**config.mk**
```make
export PLATFORM = sky130hd
export DESIGN_NAME = keypad_uart_tx
export DESIGN_NICKNAME = d
export VERILOG_FILES = /design/src/rtl/keypad_uart_pkg.sv /design/src/rtl/key_fifo.sv /design/src/rtl/keypad_uart_tx.sv
export SDC_FILE = /design/constraint.sdc
export NUM_CORES = 1
export LEC_CHECK = 0
export CORE_MARGIN = 4
export CORE_UTILIZATION = 50
export DETAILED_ROUTE_END_ITERATION = 10
export PLACE_DENSITY = 0.7
export SLEW_MARGIN = 20
export SYNTH_ARGS = -nofsm -noshare
export SYNTH_HDL_FRONTEND = slang
export SYNTH_SLANG_ARGS = --single-unit
```
**constraint.sdc**
```tcl
create_clock -name hz100 -period 3.15 [get_ports hz100]
set_clock_uncertainty 0.15 [all_clocks]
set_input_delay 0.4725 -clock hz100 [delete_from_list [all_inputs] [get_ports hz100]]
set_output_delay 0.4725 -clock hz100 [all_outputs]
set_load 0.1 [all_outputs]
```
**src/rtl/keypad_uart_pkg.sv**
```systemverilog
// Shared types and helpers for the keypad-to-UART transmit path.
package keypad_uart_pkg;

    typedef enum logic [1:0] {IDLE, PULSE, WAIT} tx_state_t;

    localparam logic [7:0] ASCII_0 = 8'h30;
    localparam logic [7:0] ASCII_A = 8'h41;
    localparam logic [7:0] ASCII_W = 8'h57;

    // 0-9 -> '0'-'9', 10-15 -> 'A'-'F', 16-19 -> 'W'-'Z'
    function automatic logic [7:0] code_to_ascii(input logic [4:0] code);
        logic [7:0] c;
        c = {3'b000, code};
        if (code < 5'd10)
            return ASCII_0 + c;
        else if (code < 5'd16)
            return ASCII_A + (c - 8'd10);
        else
            return ASCII_W + (c - 8'd16);
    endfunction

endpackage

```
**src/rtl/key_fifo.sv**
```systemverilog
// Small show-ahead byte FIFO; dout always presents the head entry.
module key_fifo #(
    parameter int DEPTH = 4
) (
    input  logic                     clk,
    input  logic                     reset,
    input  logic                     push,
    input  logic [7:0]               din,
    input  logic                     pop,
    output logic [7:0]               dout,
    output logic [$clog2(DEPTH):0]   count,
    output logic                     full,
    output logic                     empty
);

    localparam int AW = $clog2(DEPTH);
    localparam int CW = AW + 1;

    logic [7:0]    mem [DEPTH];
    logic [AW-1:0] rd_ptr;
    logic [AW-1:0] wr_ptr;
    logic          do_push;
    logic          do_pop;

    assign full    = (count == CW'(DEPTH));
    assign empty   = (count == '0);
    assign do_pop  = pop & ~empty;
    // A pop in the same cycle frees the slot, so a full FIFO still accepts.
    assign do_push = push & (~full | do_pop);
    assign dout    = mem[rd_ptr];

    always_ff @(posedge clk) begin
        if (do_push)
            mem[wr_ptr] <= din;
    end

    always_ff @(posedge clk) begin
        if (reset) begin
            rd_ptr <= '0;
            wr_ptr <= '0;
            count  <= '0;
        end else begin
            if (do_push)
                wr_ptr <= wr_ptr + AW'(1);
            if (do_pop)
                rd_ptr <= rd_ptr + AW'(1);
            if (do_push && !do_pop)
                count <= count + CW'(1);
            else if (do_pop && !do_push)
                count <= count - CW'(1);
        end
    end

endmodule

```
**src/rtl/keypad_uart_tx.sv**
```systemverilog
// Push-button press -> key code -> ASCII byte -> FIFO -> UART strobe interface.
//
//   state | meaning
//   IDLE  | waiting for a queued byte and txready; loads txdata and pops on start
//   PULSE | txclk high for exactly one cycle
//   WAIT  | txdata held; returns to IDLE once txready is seen
module keypad_uart_tx
    import keypad_uart_pkg::*;
#(
    parameter int NKEYS = 20,
    parameter int DEPTH = 4
) (
    input  logic                     hz100,
    input  logic                     reset,
    input  logic [NKEYS-1:0]         pb,
    input  logic                     txready,
    output logic [7:0]               txdata,
    output logic                     txclk,
    output logic [4:0]               keycode,
    output logic                     keyvalid,
    output logic [$clog2(DEPTH):0]   count,
    output logic                     overflow
);

    logic [NKEYS-1:0] s1;
    logic [NKEYS-1:0] s2;
    logic             prev;
    logic [1:0]       settle;
    logic             armed;
    logic             press;
    logic             push_ok;
    logic             pop;
    logic [4:0]       code;
    logic [7:0]       fifo_dout;
    logic             full;
    logic             empty;
    tx_state_t        state;

    always_comb begin
        code = '0;
        for (int i = 0; i < NKEYS; i++)
            if (s2[i])
                code = 5'(i);
    end

    // Buttons already held through reset must be released once before they count.
    assign press   = armed & (|s2) & ~prev;
    assign pop     = (state == IDLE) & ~empty & txready;
    assign push_ok = press & (~full | pop);

    always_ff @(posedge hz100) begin
        if (reset) begin
            s1       <= '0;
            s2       <= '0;
            prev     <= 1'b0;
            settle   <= 2'd2;
            armed    <= 1'b0;
            keycode  <= '0;
            keyvalid <= 1'b0;
            overflow <= 1'b0;
        end else begin
            s1       <= pb;
            s2       <= s1;
            prev     <= |s2;
            keyvalid <= push_ok;
            if (settle != 2'd0)
                settle <= settle - 2'd1;
            else if (~|s2)
                armed <= 1'b1;
            if (push_ok)
                keycode <= code;
            if (press && !push_ok)
                overflow <= 1'b1;
        end
    end

    key_fifo #(.DEPTH(DEPTH)) u_fifo (
        .clk   (hz100),
        .reset (reset),
        .push  (push_ok),
        .din   (code_to_ascii(code)),
        .pop   (pop),
        .dout  (fifo_dout),
        .count (count),
        .full  (full),
        .empty (empty)
    );

    always_ff @(posedge hz100) begin
        if (reset) begin
            state  <= IDLE;
            txdata <= '0;
            txclk  <= 1'b0;
        end else begin
            case (state)
                IDLE: begin
                    txclk <= 1'b0;
                    if (pop) begin
                        txdata <= fifo_dout;
                        txclk  <= 1'b1;
                        state  <= PULSE;
                    end
                end
                PULSE: begin
                    txclk <= 1'b0;
                    state <= WAIT;
                end
                WAIT: begin
                    txclk <= 1'b0;
                    if (txready)
                        state <= IDLE;
                end
                default: begin
                    txclk <= 1'b0;
                    state <= IDLE;
                end
            endcase
        end
    end

endmodule
```
==> impl_results.md, run 1 <==
- Hold Path Class: register to register
- Initial Utilization: 51.4%
- Post-synth top flop: dfxtp_1
- Ys Warns: 0
- Mapped Cells: 306
- Synthesized area: 3710 um2
- Synth Register Bits: 96
- Nets@finish: 383
- Async set or reset register ratio after synthesis: 0%
- TritonRoute pass-1 iters: 4
- Total GRT Usage: 13.5%
- Input/output buffers: 40
- Row count: 31
- Cell depth of the worst hold path: 1
- R2R Setup Slk: 230 ps
- Crit Path Class: register to register
- Setup violators final: 0
- Status: completed
- Peak supply drop: 312 uV
- First-pass GRT wire length: 9140 um
- Critical path startpoint category: register
- Ant. Diodes: 0
- DIE AREA: 8860 um2
- Max_cap viols: 0
- Gp weighted congestion: 0.869
- Wirelength per Cell: 12.2 um
- Final hold violations: 0
- Worst Hold Path EP: s2[2]$_SDFF_PP0_
- Clock slew at reported path FFs: 80 ps
- Number of cells on the worst reg-to-reg path: 8
- Die X: 94.1 um
- Mean Syn Cell Area: 12.1 um2
- Clock root cell: clkbuf_8
- Setup crit end kind: register
- R2R Path End: u_fifo.mem[3][3]$_DFFE_PP_
- Initial antenna violation count: 0
- Drc violations: 0
- Die height: 94.1 um
- Synth cell count leaders: dfxtp_1 (68), nor2b_1 (45), nor2_1 (34), edfxtp_1 (28), inv_1 (16)
- Clk_lat worst skew: 360 ps
- Multi-input gate area: 1390 um2
- Via count: 2190
- Fin crit share: 92.8%
- H-tree levels: 3
- Worst EP arrival: 2860 ps
- Cell taking the most area after synthesis: dfxtp_1
- FF/Latch Area: 2200 um2
- Routed vias/inst: 4.83
- Clock sink total: 96
- CTS tree: yes
- Worst Max-Slew Pin Slew: 816 ps
- Leakage: 1.70 nW
- Critical Path Fanout Max: 5
- Pwr dens: 722 nW/um2
- Post-synth net total: 340
- IO Pins: 42
- Slew Limit Fails: 0
- Total power: 3.15 mW
- Drt initial violations: 53
- Fmax: 342 MHz
- Min Tclk post-route: 2920 ps
- Most common cell in the netlist: dfxtp_1
- Yosys cell types: 49
- Post-synth top area share: 36.7%
- Fillers: 590
- Hold path start: s1[2]$_SDFF_PP0_
- Hpwl dp: 4000 um
- Bufs on Longest Clock Path: 2
- Worst reg2reg startpoint: s2[7]$_SDFF_PP0_
- Layout cells sized above 1: 16.7%
- Synth area leaders: dfxtp_1 (37%), edfxtp_1 (23%), nor2b_1 (7.6%)
- Core area: 7210 um2
- Antenna viol nets, final: 0
- Setup Fix Bufs, Post-CTS: 0
- Vias in the first global route: 2055
- Grt total ovfl: 0
- Sequential area share after synthesis: 59.4%
- Synth-to-layout area growth: 17.6%
- Hold_buf cts: 0
- Crit path required time: 3090 ps
- Largest net degree at the start of global routing: 51
- Post-synth EDFFs: 28
- RSZ-0062 raised after global routing: false
- Slew margin rel.: 45.6%
- Fin util: 60.5%
- Drt total wl: 5510 um
- CTS Buf Count: 9
- Post-CTS sizing: 0
==> cells in the final DEF, fill, tap and decap left out, types with 2 or more instances in the layout <==
master,n
dfxtp_1,66
nor2b_1,45
nor2_1,34
edfxtp_1,28
buf_4,23
clkdlybuf4s50_1,21
inv_1,16
mux2i_1,13
ha_1,10
clkbuf_8,10
a21oi_1,9
mux4_2,7
o21ai_0,6
and2_1,6
xnor2_1,5
or4_1,3
nor3_1,3
o21ai_1,3
a211oi_2,3
xor2_1,3
nor3b_1,2
a2111oi_0,2
or2_2,2
inv_4,2
dfxtp_2,2
==> cell type report <==
cell class              count  area share, %
clock buffers              11           3.24
inverters                  16           1.38
clock inverters             5           1.26
multi-input cells         181           31.9
well taps                  99           2.84
flip-flops and latches     96           50.5
repair buffers             45           8.89
==> where the power goes <==
group / total [mW] / switching [mW] / internal, mW
logic: 0.890 / 0.569 / 0.321
registers: 1.48 / 0.0866 / 1.39
clock network: 0.786 / 0.397 / 0.388
total: 3.15 / 1.05 / 2.10
==> metrics by stage <==
stage               hold slack (ps)  instances  worst slack (ps)  TNS [ps]  instance area (um2)
global placement                272        437              44.7         0                 4170
global route                    302        453              51.8         0                 4360
floorplan                       264        306               191         0                 3710
detailed placement              271        437             -42.9     -42.9                 4170
finish                          283        453               227         0                 4360
CTS                             282        453               262         0                 4360
==> registers in the layout, indices dropped and copies added (netlist names) <==
name and flops:
u_fifo.rd_ptr 2, s2 20, u_fifo.count 3, txdata 7, armed 1, keycode 5
s1 20, prev 1, u_fifo.mem 28, overflow 1, keyvalid 1, txclk 1
settle 2, state 2, u_fifo.wr_ptr 2
==> how the worst max path moves through the flow <==
stage                                       startpoint                      endpoint  slack, ps
after floorplan           u_fifo.count[2]$_SDFFE_PP0P_  u_fifo.count[2]$_SDFFE_PP0P_        190
after global placement                         txready  u_fifo.count[2]$_SDFFE_PP0P_         40
after detailed placement                       txready  u_fifo.count[2]$_SDFFE_PP0P_        -40
after CTS                             s2[7]$_SDFF_PP0_    u_fifo.mem[3][3]$_DFFE_PP_        260
after global routing                  s2[7]$_SDFF_PP0_    u_fifo.mem[3][3]$_DFFE_PP_         50
final                                 s2[7]$_SDFF_PP0_    u_fifo.mem[3][3]$_DFFE_PP_        230
==> layer usage <==
metal  global-route usage, %  up-vias  share of wire, %
li1                        -     1132                 -
met1                    14.6     1000                43
met2                    23.9       49                50
met3                    3.37        9               4.9
met4                    7.22        0               1.8
met5                       0        -                 0
==> critical path, cell delays in order (launching register included) <==
cell and delay [ps]:
dfxtp_1 330, or4_4 570, nor2b_1 170, o21ai_1 240, ha_1 300, a2111oi_0 110, o21ai_0 230, o41ai_1 110
nor3b_1 440
==> kinds of logic after synthesis <==
group	count (synthesis)	synth area share (%)
AND/OR/NAND/NOR	106	16.7
flip-flops	96	59.4
AO/OA/AOI/OAI	35	6.98
buffers and inverters	29	3.27
multiplexers	20	7.76
adder cells (fa/ha/maj)	11	3.91
XOR/XNOR	8	1.89
other	1	0.101
No activity file was read; power rests on OpenSTA's default activity.
==> inputs of run 2 (changes only) <==
--- a/config.mk
+++ b/config.mk
@@ -5,9 +5,11 @@
 export SDC_FILE = /design/constraint.sdc
 export NUM_CORES = 1
 export LEC_CHECK = 0
+export ABC_CLOCK_PERIOD_IN_PS = 3150
 export CORE_MARGIN = 4
 export CORE_UTILIZATION = 50
 export DETAILED_ROUTE_END_ITERATION = 10
+export GPL_ROUTABILITY_DRIVEN = 0
 export PLACE_DENSITY = 0.7
 export SLEW_MARGIN = 20
 export SYNTH_ARGS = -nofsm -noshare
==> results of run 2 <==
The final DEF is identical to that of run 1; final timing and power are the same.
==> inputs of run 3 (changes only) <==
--- a/config.mk
+++ b/config.mk
@@ -6,6 +6,7 @@
 export NUM_CORES = 1
 export LEC_CHECK = 0
 export ABC_CLOCK_PERIOD_IN_PS = 3150
+export CORE_ASPECT_RATIO = 1.2
 export CORE_MARGIN = 4
 export CORE_UTILIZATION = 50
 export DETAILED_ROUTE_END_ITERATION = 10
==> run 3 against run 2 <==
  * Highest routed layer unchanged
  * Utilization decreased by 0.54 points
  * First-iteration DRC count increased by 7.5%
  * Clock-buffer cell count unchanged
  * Wire length decreased by 3.3%
  * Critical path depth decreased by 1
  * Global-route usage decreased by 0.53 points
  * Total power decreased by 2.9%
  * Via count increased by 0.41%
==> impl_results.md, run 3 (synthesis gave the netlist of run 1 again) <==
- Setup violators final: 0 (unchanged)
- Core area: 7230 um2 (+0.24%)
- Crit path required time: 3100 ps (about the same)
- Slew margin rel.: 62.6% (+17 points)
- Fin crit share: 92.2% (-0.57 points)
- First-pass GRT wire length: 8820 um (-3.5%)
- Placed instance area: 4160 um2 (about the same)
- Grt total ovfl: 0 (unchanged)
- Die X: 86.6 um (-8.0%)
- IO Pins: 42 (unchanged)
- TritonRoute pass-1 iters: 6 (+2)
- Total GRT Usage: 12.9% (-0.53 points)
- Clock slew at reported path FFs: 90 ps (about the same)
- Critical Path Fanout Max: 5 (unchanged)
- Slew Limit Fails: 0 (unchanged)
- Clk_lat worst skew: 350 ps (about the same)
- Layout cells sized above 1: 16.9% (+0.23 points)
- Row count: 34 (+9.7%)
- CTS Buf Count: 9 (unchanged)
- Drt total wl: 5320 um (-3.3%)
- Leakage: 1.69 nW (-0.32%)
- Setup Fix Bufs, Post-CTS: 0 (unchanged)
- Synth-to-layout area growth: 16.9%
- Number of cells on the worst reg-to-reg path: 7 (-1)
- Setup TNS: 0 ps (unchanged)
- Routed vias/inst: 4.94 (+2.2%)
- Worst EP arrival: 2860 ps (about the same)
- Drt initial violations: 57 (+7.5%)
- DIE AREA: 8860 um2 (about the same)
- Initial Utilization: 51.3% (-0.12 points)
- Drc violations: 0 (unchanged)
- Largest net degree at the start of global routing: 28 (-45%)
- Commonest non-fill, non-tap cell in the layout: dfxtp_1
- Worst Max-Slew Pin Slew: 546 ps (-270 ps)
- Wirelength per Cell: 12.0 um (-1.6%)
- Ant. Diodes: 0 (unchanged)
- Min Tclk post-route: 2910 ps (-17.9 ps)
- Max reg flops: 28 (unchanged)
- Crit-path cells: or4_1, o21ai_1, ha_1, a2111oi_0, o21ai_0, o41ai_1, nor3b_1
- H-tree levels: 3 (unchanged)
- Setup crit end kind: register
- Initial antenna violation count: 0 (unchanged)
- Nets@finish: 384 (+0.26%)
- Input/output buffers: 40 (unchanged)
- Worst Hold Path EP: s2[3]$_SDFF_PP0_
- Die height: 102 um (+8.7%)
- Hold path start: s1[3]$_SDFF_PP0_
- Largest registers: u_fifo.mem x28, s1 x20, s2 x20
- CTS tree: yes
- Peak supply drop: 416 uV (+33%)
- Post-CTS sizing: 0 (unchanged)
- Delay-heaviest family, CP: simple AND/OR/NAND/NOR gates
- Cell depth of the worst hold path: 1 (unchanged)
- Most flop-heavy register: u_fifo.mem
- Worst reg2reg startpoint: s2[12]$_SDFF_PP0_
- Antenna viol nets, final: 0 (unchanged)
- Vias in the first global route: 2075 (+0.97%)
- WP buf/inv: 0 (unchanged)
- Final instance area: 4330 um2 (-0.66%)
- Worst stage delay on the critical path: 680 ps (+110 ps)
- Final hold violations: 0 (unchanged)
- R2R Path End: u_fifo.mem[0][3]$_DFFE_PP_
- Clock root cell: clkbuf_8
- Status: completed
- Clock sink total: 96 (unchanged)
- Most frequent cells in the layout: dfxtp_1 (66), nor2b_1 (45), nor2_1 (34), edfxtp_1 (28), buf_4 (24)
- Bufs on Longest Clock Path: 2 (unchanged)
- Hold_buf cts: 0 (unchanged)
- Pwr dens: 706 nW/um2 (-2.3%)
- Crit Path Class: register to register
- Hold Path Class: register to register
- Fmax: 344 MHz (+0.62%)
- Max_cap viols: 0 (unchanged)
- Via count: 2199 (+0.41%)
- Slowest-stage cell, CP: or4_1
- R2R Setup Slk: 240 ps (+20 ps)
- Critical path startpoint category: register
- Total stage count of the critical path: 7 (-1)
- Total power: 3.06 mW (-2.9%)
- RSZ-0062 raised after global routing: false
- Hpwl dp: 3970 um (-0.88%)
-- run 3: worst max path at each step --
stage / from / end / slack, ps
floorplan: u_fifo.count[2]$_SDFFE_PP0P_ / u_fifo.count[2]$_SDFFE_PP0P_ / 190
global placement: txready / u_fifo.count[2]$_SDFFE_PP0P_ / 70
detailed placement: txready / u_fifo.count[2]$_SDFFE_PP0P_ / -20
CTS: s2[12]$_SDFF_PP0_ / u_fifo.mem[0][3]$_DFFE_PP_ / 240
global route: s2[12]$_SDFF_PP0_ / u_fifo.mem[0][3]$_DFFE_PP_ / 20
finish: s2[12]$_SDFF_PP0_ / u_fifo.mem[0][3]$_DFFE_PP_ / 240
-- run 3: through the flow --
step | instances | hold slack, ps | utilization [%] | setup slack (ps)
6_report | 445 | 275 | 59.9 | 245
5_1_grt | 445 | 303 | 59.9 | 21.7
4_1_cts | 445 | 276 | 59.9 | 242
3_5_place_dp | 429 | 270 | 57.6 | -19.3
3_3_place_gp | 429 | 272 | 57.6 | 66.4
2_1_floorplan | 306 | 264 | - | 191
-- run 3: metal layers --
layer / wire length, um / share of wire (%) / GRT usage [%]
met5: 0 / 0 / 0
met1: 2140 / 40 / 12.4
met2: 2810 / 53 / 24.1
met4: 112 / 2.1 / 6.95
met3: 257 / 4.8 / 4.19
-- run 3: final cells by class --
class	instances	area, um2
fillers	628	2900
clock buffers	11	141
multi-input cells	181	1390
inverters	16	60.1
clock inverters	5	30.0
well taps	90	113
flip-flops and latches	96	2200
repair buffers	46	395
-- run 3: report_power, final --
group | total (mW) | leakage (nW) | switching (mW) | internal (mW)
Clock | 0.696 | 0.0900 | 0.389 | 0.307
Combinational | 0.889 | 0.791 | 0.567 | 0.322
Sequential | 1.48 | 0.811 | 0.0854 | 1.39
Total | 3.06 | 1.69 | 1.04 | 2.02
